===== src/rtl/multi_cycle_control.sv =====
// Moore control FSM for the multi-cycle RV32I-subset datapath; outputs decode combinationally from state.
// Three to five cycles per instruction; FETCH, MEMREAD and MEMWRITE stall until i_mem_ready.
module multi_cycle_control #(
  parameter int ALU_OP_W  = 3,
  parameter int IMM_CTL_W = 2,
  parameter bit EN_BNE    = 1'b1
) (
  input  logic                 i_clk,
  input  logic                 i_rst_n,
  input  logic [6:0]           i_opcode,
  input  logic [2:0]           i_f3,
  input  logic                 i_f7_bit6,
  input  logic                 i_zero,
  input  logic                 i_mem_ready,
  output logic                 o_pc_wr,
  output logic                 o_adr_src,
  output logic                 o_mem_wr,
  output logic                 o_ir_wr,
  output logic [1:0]           o_res_src,
  output logic [1:0]           o_alu_src_a,
  output logic [1:0]           o_alu_src_b,
  output logic [ALU_OP_W-1:0]  o_alu_op,
  output logic [IMM_CTL_W-1:0] o_imm_ctl,
  output logic                 o_reg_wr,
  output logic                 o_illegal,
  output logic [3:0]           o_state
);

  typedef enum logic [3:0] {
    FETCH    = 4'd0,
    DECODE   = 4'd1,
    MEMADR   = 4'd2,
    MEMREAD  = 4'd3,
    MEMWB    = 4'd4,
    MEMWRITE = 4'd5,
    EXECR    = 4'd6,
    EXECI    = 4'd7,
    ALUWB    = 4'd8,
    BRANCH   = 4'd9,
    JAL      = 4'd10,
    TRAP     = 4'd15
  } state_t;

  localparam logic [ALU_OP_W-1:0]  ALU_ADD = ALU_OP_W'(3'b000);
  localparam logic [ALU_OP_W-1:0]  ALU_SUB = ALU_OP_W'(3'b001);
  localparam logic [ALU_OP_W-1:0]  ALU_AND = ALU_OP_W'(3'b010);
  localparam logic [ALU_OP_W-1:0]  ALU_OR  = ALU_OP_W'(3'b011);
  localparam logic [ALU_OP_W-1:0]  ALU_SLT = ALU_OP_W'(3'b101);
  localparam logic [IMM_CTL_W-1:0] IMM_I   = IMM_CTL_W'(2'b00);
  localparam logic [IMM_CTL_W-1:0] IMM_S   = IMM_CTL_W'(2'b01);
  localparam logic [IMM_CTL_W-1:0] IMM_B   = IMM_CTL_W'(2'b10);

  state_t state, state_nxt;
  logic   pc_wr, mem_wr, ir_wr, reg_wr;

  always_ff @(posedge i_clk or negedge i_rst_n) begin
    if (!i_rst_n) state <= FETCH;
    else          state <= state_nxt;
  end

  always_comb begin
    state_nxt   = state;
    pc_wr       = 1'b0;
    mem_wr      = 1'b0;
    ir_wr       = 1'b0;
    reg_wr      = 1'b0;
    o_adr_src   = 1'b0;
    o_res_src   = 2'b00;
    o_alu_src_a = 2'b00;
    o_alu_src_b = 2'b00;
    o_alu_op    = ALU_ADD;
    o_imm_ctl   = IMM_I;
    o_illegal   = 1'b0;
    case (state)
      FETCH: begin
        o_alu_src_b = 2'b10;
        o_res_src   = 2'b10;
        ir_wr       = i_mem_ready;
        pc_wr       = i_mem_ready;
        if (i_mem_ready) state_nxt = DECODE;
      end
      DECODE: begin
        // Precompute the branch target into ALUOut while the opcode is decoded.
        o_alu_src_a = 2'b01;
        o_alu_src_b = 2'b01;
        o_imm_ctl   = IMM_B;
        case (i_opcode)
          7'b0000011, 7'b0100011: state_nxt = MEMADR;
          7'b0110011:             state_nxt = EXECR;
          7'b0010011:             state_nxt = EXECI;
          7'b1100011:             state_nxt = BRANCH;
          7'b1101111:             state_nxt = JAL;
          default:                state_nxt = TRAP;
        endcase
      end
      MEMADR: begin
        o_alu_src_a = 2'b10;
        o_alu_src_b = 2'b01;
        // Only lw and sw reach here; opcode bit 5 tells them apart.
        o_imm_ctl   = i_opcode[5] ? IMM_S : IMM_I;
        state_nxt   = i_opcode[5] ? MEMWRITE : MEMREAD;
      end
      MEMREAD: begin
        o_adr_src = 1'b1;
        if (i_mem_ready) state_nxt = MEMWB;
      end
      MEMWB: begin
        o_res_src = 2'b01;
        reg_wr    = 1'b1;
        state_nxt = FETCH;
      end
      MEMWRITE: begin
        o_adr_src = 1'b1;
        mem_wr    = 1'b1;
        if (i_mem_ready) state_nxt = FETCH;
      end
      EXECR, EXECI: begin
        o_alu_src_a = 2'b10;
        o_alu_src_b = (state == EXECI) ? 2'b01 : 2'b00;
        state_nxt   = ALUWB;
        case (i_f3)
          3'b000:  o_alu_op = (state == EXECR && i_f7_bit6) ? ALU_SUB : ALU_ADD;
          3'b010:  o_alu_op = ALU_SLT;
          3'b110:  o_alu_op = ALU_OR;
          3'b111:  o_alu_op = ALU_AND;
          default: state_nxt = TRAP;
        endcase
      end
      ALUWB: begin
        reg_wr    = 1'b1;
        state_nxt = FETCH;
      end
      BRANCH: begin
        o_alu_src_a = 2'b10;
        o_alu_op    = ALU_SUB;
        state_nxt   = FETCH;
        if (i_f3 == 3'b000)                pc_wr = i_zero;
        else if (i_f3 == 3'b001 && EN_BNE) pc_wr = !i_zero;
        else                               state_nxt = TRAP;
      end
      JAL: begin
        o_alu_src_a = 2'b01;
        o_alu_src_b = 2'b10;
        pc_wr       = 1'b1;
        state_nxt   = ALUWB;
      end
      TRAP: begin
        o_illegal = 1'b1;
      end
      default: state_nxt = TRAP;
    endcase
  end

  // Strobes are gated by reset so an abandoned instruction never writes.
  assign o_pc_wr  = pc_wr  & i_rst_n;
  assign o_mem_wr = mem_wr & i_rst_n;
  assign o_ir_wr  = ir_wr  & i_rst_n;
  assign o_reg_wr = reg_wr & i_rst_n;
  assign o_state  = state;

endmodule

===== config.mk =====
export PLATFORM = sky130hd
export DESIGN_NAME = multi_cycle_control
export DESIGN_NICKNAME = d
export VERILOG_FILES = /design/src/rtl/multi_cycle_control.sv
export SDC_FILE = /design/constraint.sdc
export NUM_CORES = 1
export LEC_CHECK = 0
export ABC_CLOCK_PERIOD_IN_PS = 2600
export CAP_MARGIN = 20
export CORE_MARGIN = 2
export CORE_UTILIZATION = 41
export DETAILED_ROUTE_END_ITERATION = 10
export PLACE_DENSITY = 0.84
export SETUP_SLACK_MARGIN = 0.3
export SLEW_MARGIN = 20
export SYNTH_ARGS = -nofsm -noshare
export SYNTH_HDL_FRONTEND = slang
export SYNTH_SLANG_ARGS = --single-unit

===== constraint.sdc =====
create_clock -name i_clk -period 2.6 [get_ports i_clk]
set_input_delay 0.39 -clock i_clk [delete_from_list [all_inputs] [get_ports i_clk]]
set_output_delay 0.39 -clock i_clk [all_outputs]
set_load 0.005 [all_outputs]

After elaboration in Yosys (flattened, before gate mapping)
Index checks and enable logic that the tools add are counted.
Widths: inputs -> output; s select.

cells by class
  equality and inequality tests = 24
  muxes and demuxes = 26
  bitwise operators = 5
  reduce and logical (&&, ||, !) cells = 14

operator list
  operator            number
  $pmux 4 s10         1
  $mux 4              5
  $pmux 4 s5          1
  $eq 4x3->1 const B  4
  $eq 4x4->1 const B  4
  $eq 7x6->1 const B  2
  $eq 7x7->1 const B  2
  $reduce_or 2->1     7
  $pmux 2 s2          3
  $pmux 3 s4          1
  $mux 1              10
  $eq 4x2->1 const B  2
  $reduce_or 4->1     2
  $eq 7x2->1 const B  1
  $eq 7x5->1 const B  1
  $eq 3x3->1 const B  2
  $mux 3              2
  $ne 2x2->1 const B  3
  $pmux 2 s3          1
  $pmux 3 s2          1
  $and 1x1->1         4
  $eq 4x1->1 const B  1
  $logic_not 4->1     1
  $reduce_and 4->1    1
  other kinds (7)     7

storage, ports and cells
  register bits = 4
  bits of input ports = 15
  output and inout bits = 21
  word-level logic and storage cells = 70

Logic depth before layout (Yosys ltp)
Gate-level depths: netlist of run 1.

  depth in word-level cells = 5
  depth in mapped cells = 6
  gate-level depth less buffers = 5

Worst setup path before layout of run 1
OpenSTA, ideal clock, no wires.

  path kind = flip-flop to output port
  from = reg state[1] (netlist: o_state[1])
  to = out o_pc_wr
  data arrival time = 1.270 ns
  required time = 2.210 ns
  slack = 0.940 ns
  stages on the path, launching flop included = 7
  buffers on the path = 1
  path through = dfrtp_1 > buf_4 > and2b_1 > nand2_1 > nor3_1 > a21oi_1 > nor3b_1

on the way
  word-level cells in the longest chain between the ends = 3
  elaborated cells between the ends (all ways) = 5
  those cells by class = 2 x eq/ne; 1 x mux; 1 x bitwise; 1 x reduce/logical

RTL lines
  what                                                  line  source
  from (decl)                                           53    state_t state, state_nxt;
  from (signal assigned)                                58    else state <= state_nxt;
  $eq 4x4->1 / $logic_not 4->1 (equally long branches)  74    case (state)
  $pmux 1 s3 *                                          74
  $and 1x1->1 *                                         155   assign o_pc_wr = pc_wr & i_rst_n;
  to (decl)                                             15    output logic o_pc_wr,

Every way passes the cells marked *; elsewhere a longest branch is shown, timed or not.

Worst setup path after layout of run 1
  from = reg state[3] (netlist: o_state[3])
  to = out o_alu_op[2]

on the way
  word-level cells in the longest chain between the ends = 3
  elaborated cells between the ends (all ways) = 5
  those cells by class = 3 x eq/ne; 1 x mux; 1 x reduce/logical

RTL lines
  what             line  source
  $eq 4x3->1       74
  $reduce_or 2->1  74
  $pmux 3 s2 *     74
  to (decl)        22    output logic [ALU_OP_W-1:0] o_alu_op,

Marked as above.

==> results of run 1 <==
## metrics by stage
stage               cell area (um^2)  hold WS (ns)
floorplan                        657        0.0944
global placement                1010         0.651
finish                          1080         0.405
global route                    1080         0.419
CTS                             1080         0.400
detailed placement              1010         0.651
## kinds of logic (layout without fill, tap and decap cells)
kind of cell	count (synthesis)	after routing	share of synthesized area, %
flops	4	4	15.2
xor+xnor	4	4	5.33
compound gates	27	27	28.2
buf+inv	10	49	8.19
simple gates	49	49	43.0
## cells in the mapped netlist, drive strengths merged, types with 3 or more instances
cell / instances / area [um^2]
and3: 5 / 36.3
o21ai: 7 / 38.8
nor2: 9 / 41.3
and2: 4 / 25.0
nor3: 5 / 30.0
nor3b: 3 / 22.5
buf: 6 / 38.8
inv: 3 / 11.3
nand2: 8 / 30.0
a21oi: 7 / 35.0
dfrtp: 4 / 100
## repair_timing
| action | in CTS | in global routing |
|---|---|---|
| setup endpoints to repair | 6 | 4 |
| endpoints found under the hold margin | 0 | 0 |
| resized for setup | 10 | 2 |
| buffers inserted | 4 | 0 |
## power breakdown
part / leakage (nW) / total (mW) / internal (mW) / switching [mW]
registers: 0.0341 / 0.0626 / 0.0626 / 0
logic: 0.355 / 0.0415 / 0.0232 / 0.0184
clock network: 0.0138 / 0.0770 / 0.0516 / 0.0254
total: 0.403 / 0.181 / 0.137 / 0.0438
## area by class of cell
class	instances	share of cell area, %
clock buffer	3	2.08
tap	16	1.85
multi-input combinational	80	47.3
inverter	3	1.04
sequential	4	9.60
timing repair buffer	43	38.2
## path summary, 6_finish.rpt
check | slack [ns] | start | endpoint
worst max-delay path | 0.31 | o_state[3]$_DFFE_PN0P_ | o_alu_op[2]
worst min-delay path | 0.40 | i_rst_n | o_state[1]$_DFFE_PN0P_
worst max register to register | 1.05 | o_state[3]$_DFFE_PN0P_ | o_state[2]$_DFFE_PN0P_
worst min register to register | 0.70 | o_state[1]$_DFFE_PN0P_ | o_state[0]$_DFFE_PN0P_
max in group asynchronous | 1.95 | i_rst_n | o_state[2]$_DFFE_PN0P_
min in group i_clk | 0.70 | i_mem_ready | o_state[2]$_DFFE_PN0P_
## routing by layer
layer | track usage, % | wire [um] | up-vias
met3 | 3.67 | 129 | 6
met1 | 27.1 | 855 | 376
met2 | 41.5 | 1080 | 36
li1 | - | - | 426
met4 | 13.3 | 43 | 0
met5 | 0 | 0 | -
==> out/summary.txt, run 1 <==
Core ar.: 1510 um^2
Bufs on Longest Clock Path: 2
Distinct cells, synth: 42
Synth warnings: 0
Largest net degree at the start of global routing: 18
Fmax: 0.437 GHz
CP max-delay cell: clkdlybuf4s50_1
Syn Area/Cell: 6.99 um^2
Arrival time worst endpoint: 1.90 ns
FF+latch area: 104 um^2
Synth-to-Final Area Change: 64.8%
RePlAce Congestion: 0.851
Tot Pwr: 0.181 mW
Max-slew violations: 0
Num ports: 36
Port Buffers: 35
Worst-path fanout max: 15
DR pass1 iterations: 4
Startpoint types: register
Max stage delay on crit path: 0.53 ns
# hold bufs at CTS: 0
Routed WL: 2.11 mm
Die X: 44.0 um
Crit. End Element: output pin
CP top delay family: simple AND/OR/NAND/NOR gates
WP buf/inv: 1
Htree depth: 1
Gate Count Post-Synth: 94
Initial DRC count: 13
Peak supply drop: 0.132 mV
Rel. slew slack: 72.1%
Worst path depth: 5
Gr usage total: 23.7%
Worst-skew pair later-pin latency: 0.24 ns
Initial antenna violation count: 0
Unrepaired setup endpoints after global routing: yes
Util after Layout: 71.8%
Die height: 44.0 um
Area of the multi-input gates: 512 um^2
Setup total negative slack: 0 ns
Die footprint: 1940 um^2
Placed Cells incl. Taps: 142
CP Class: reg -> out
Fillers: 132
Clk sinks: 4
Cts bufs inserted: 3
Place WS: 0.268 ns
Period utilisation layout: 88.1%
Final net count: 150
Share of cells above drive strength 1: 18.0%
Core Rows: 14
WL per Instance: 14.2 um
Commonest non-fill, non-tap cells in the layout: clkdlybuf4s50_1 (31), nand2_1 (8), nor2_1 (7), a21oi_1 (7), buf_4 (7)
Lkg Pwr: 0.403 nW
Post-synth top flop: dfrtp_1
Post-synthesis cell area: 657 um^2
Vias/cell: 5.66
Outcome: complete, no violations
Maxcap violations: 0
Seq cells post-synth: 4
Initial Util: 43.6%
Commonest non-fill, non-tap cell in the layout: clkdlybuf4s50_1
Final ANT Viol Nets: 0
First-pass GRT wire length: 3.41 mm
Ys async rst share: 100%
Worst-path cell chain: nor2b_2 -> and2_1 -> nand2_1 -> nor3_1 -> clkdlybuf4s50_1
Endpoints failing setup: 0
Worst-margin pin slew: 0.413 ns
Number of global-route vias before repair: 775
Final hold viol count: 0
Worst-path clk slew: 0.04 ns
Minimum clock period: 2.29 ns
Worst Hold Class: in -> async
CTS tree: done
Antenna diode count: 0
Final Skew: 0.00206 ns
DRC viols: 0
Vias post-DR: 844
Max reg flops: 4
R2R cell count: 5
Congestion Overflow GR: 0
Sequential cell area fraction in the yosys report: 15.2%
CTS root buf: clkbuf_4
Final Worst Setup Slack: 0.309 ns
PwrDens: 167 nW/um^2
Post-DP HPWL: 1.48 mm
Mapped Nets: 109
Worst path required time: 2.21 ns
Count of flip-flops with a built-in enable after synthesis: 0
Cell Count, Final, Fillers Out: 149
(Power assumes the default switching activity.)
==> run 2: changes to the inputs <==
PLACE_DENSITY = 0.85   (was 0.84)
SETUP_SLACK_MARGIN = 0.15   (was 0.3)
==> out/summary.txt, run 2 (same netlist as run 1, synthesis figures left out) <==
CTS root buf: clkbuf_4 (unchanged)
Port Buffers: 35 (unchanged)
WL per Instance: 14.1 um (was 14.2 um)
Gr usage total: 22.7% (was 23.7%)
Worst-skew pair later-pin latency: 0.24 ns (about the same)
Worst Hold Class: in -> async (unchanged)
Worst-path clk slew: 0.04 ns (about the same)
Place WS: 0.256 ns (was 0.268 ns)
Endpoints failing setup: 0 (unchanged)
Arrival time worst endpoint: 1.99 ns (was 1.90 ns)
Clk sinks: 4 (unchanged)
Share of cells above drive strength 1: 16.8% (was 18.0%)
Peak supply drop: 0.126 mV (was 0.132 mV)
Congestion Overflow GR: 0 (unchanged)
Final Worst Setup Slack: 0.224 ns (was 0.309 ns)
Die X: 44.0 um (unchanged)
Core Rows: 14 (unchanged)
RePlAce Congestion: 0.881 (was 0.851)
Rel. slew slack: 74.1% (was 72.1%)
Worst-path fanout max: 7 (was 15)
Synth-to-Final Area Change: 62.5% (was 64.8%)
DRC viols: 0 (unchanged)
Antenna diode count: 0 (unchanged)
Commonest non-fill, non-tap cell in the layout: clkdlybuf4s50_1 (unchanged)
First-pass GRT wire length: 3.31 mm (was 3.41 mm)
Startpoint types: register (unchanged)
Die height: 44.0 um (unchanged)
Bufs on Longest Clock Path: 2 (unchanged)
Maxcap violations: 0 (unchanged)
Max stage delay on crit path: 0.52 ns (was 0.53 ns)
Unrepaired setup endpoints after global routing: no (was yes)
Post-DP HPWL: 1.54 mm (was 1.48 mm)
Vias/cell: 5.83 (was 5.66)
Util after Layout: 70.8% (was 71.8%)
Fillers: 140 (was 132)
Minimum clock period: 2.38 ns (was 2.29 ns)
CTS tree: done (unchanged)
Outcome: complete, no violations (unchanged)
Largest net degree at the start of global routing: 20 (was 18)
CP Class: reg -> out (unchanged)
Final ANT Viol Nets: 0 (unchanged)
WP buf/inv: 1 (unchanged)
Period utilisation layout: 91.4% (was 88.1%)
Htree depth: 1 (unchanged)
Initial antenna violation count: 0 (unchanged)
Number of global-route vias before repair: 779 (was 775)
CP top delay family: simple AND/OR/NAND/NOR gates (unchanged)
Crit. End Element: output pin (unchanged)
PwrDens: 175 nW/um^2 (was 167 nW/um^2)
Final hold viol count: 0 (unchanged)
Routed WL: 2.08 mm (was 2.11 mm)
Cts bufs inserted: 3 (unchanged)
Vias post-DR: 857 (was 844)
Initial DRC count: 13 (unchanged)
Worst path required time: 2.21 ns (about the same)
DR pass1 iterations: 4 (unchanged)
Worst-path cell chain: and2b_2 -> nand2_1 -> nor3_1 -> a21oi_1 -> nor3b_2 -> clkdlybuf4s50_1 (was nor2b_2 -> and2_1 -> nand2_1 -> nor3_1 -> clkdlybuf4s50_1)
CP max-delay cell: clkdlybuf4s50_1 (unchanged)
Initial Util: 43.6% (unchanged)
Num ports: 36 (unchanged)
Max-slew violations: 0 (unchanged)
Core ar.: 1510 um^2 (unchanged)
Final Skew: 0.00150 ns (was 0.00206 ns)
Die footprint: 1940 um^2 (unchanged)
Final net count: 148 (was 150)
Worst-margin pin slew: 0.384 ns (was 0.413 ns)
Fmax: 0.421 GHz (was 0.437 GHz)
Commonest non-fill, non-tap cells in the layout: clkdlybuf4s50_1 (35), nand2_1 (8), nor2_1 (7), a21oi_1 (7) (was clkdlybuf4s50_1 (31), nand2_1 (8), nor2_1 (7), a21oi_1 (7), buf_4 (7))
Setup total negative slack: 0 ns (unchanged)
Lkg Pwr: 0.359 nW (was 0.403 nW)
Max reg flops: 4 (unchanged)
[run 2: changes by cell type in the layout (fill, tap and decap cells not counted)]
| cell | change |
|---|---|
| dlygate4sd2_1 | -3 |
| nor3b_2 | +1 |
| clkdlybuf4s50_1 | +4 |
| or2_4 | +1 |
| nor3b_1 | -1 |
| dlymetal6s2s_1 | -1 |
| buf_4 | -1 |
| buf_6 | -1 |
| nor2b_1 | +2 |
| or2_1 | -1 |
| nor2b_2 | -2 |
[run 2: path summary, 6_finish.rpt]
kind	depth (start not counted)	slack, ns	end	from
setup reg to reg	6	1.02	o_state[2]$_DFFE_PN0P_	o_state[2]$_DFFE_PN0P_
setup / recovery	6	0.22	o_pc_wr	o_state[1]$_DFFE_PN0P_
hold / removal	1	0.40	o_state[2]$_DFFE_PN0P_	i_rst_n
max in group asynchronous	1	1.96	o_state[1]$_DFFE_PN0P_	i_rst_n
hold reg to reg	2	0.73	o_state[3]$_DFFE_PN0P_	o_state[1]$_DFFE_PN0P_
min in group i_clk	2	0.73	o_state[3]$_DFFE_PN0P_	o_state[1]$_DFFE_PN0P_
[run 2: cell type report]
type / count / area, um^2 / area share, %
inverter: 3 / 11.3 / 1.06
multi-input combinational: 80 / 514 / 48.2
sequential: 4 / 104 / 9.73
timing repair buffer: 41 / 395 / 37.0
tap: 16 / 20.0 / 1.88
clock buffer: 3 / 22.5 / 2.11
[run 2: layer usage]
metal | global-route usage (%) | share of wire [%] | vias up
li1 | - | - | 420
met1 | 25.6 | 40 | 383
met2 | 42.1 | 51 | 49
met3 | 3.67 | 7.3 | 5
met4 | 9.09 | 1.6 | 0
met5 | 0 | 0 | -
[run 2: through the flow]
step	hold slack [ns]	instance area, um^2	cells	power (mW)
after floorplan	0.0944	657	94	0.0728
after global placement	0.653	1010	141	0.104
after detailed placement	0.654	1010	141	0.105
after CTS	0.398	1050	147	0.186
after global routing	0.413	1070	147	0.194
final	0.396	1070	147	0.186
[run 2: power breakdown]
part           leakage [nW]  switching, mW  internal, mW
combinational         0.311         0.0185        0.0238
clock                0.0138         0.0297        0.0519
sequential           0.0341              0        0.0626
[run 2: repair_timing]
action / in CTS / in global routing
pin swaps: 0 / 0
hold buffers: 0 / 0
setup buffers: 3 / 0
resized for setup: 2 / 5
setup endpoints to repair: 2 / 3
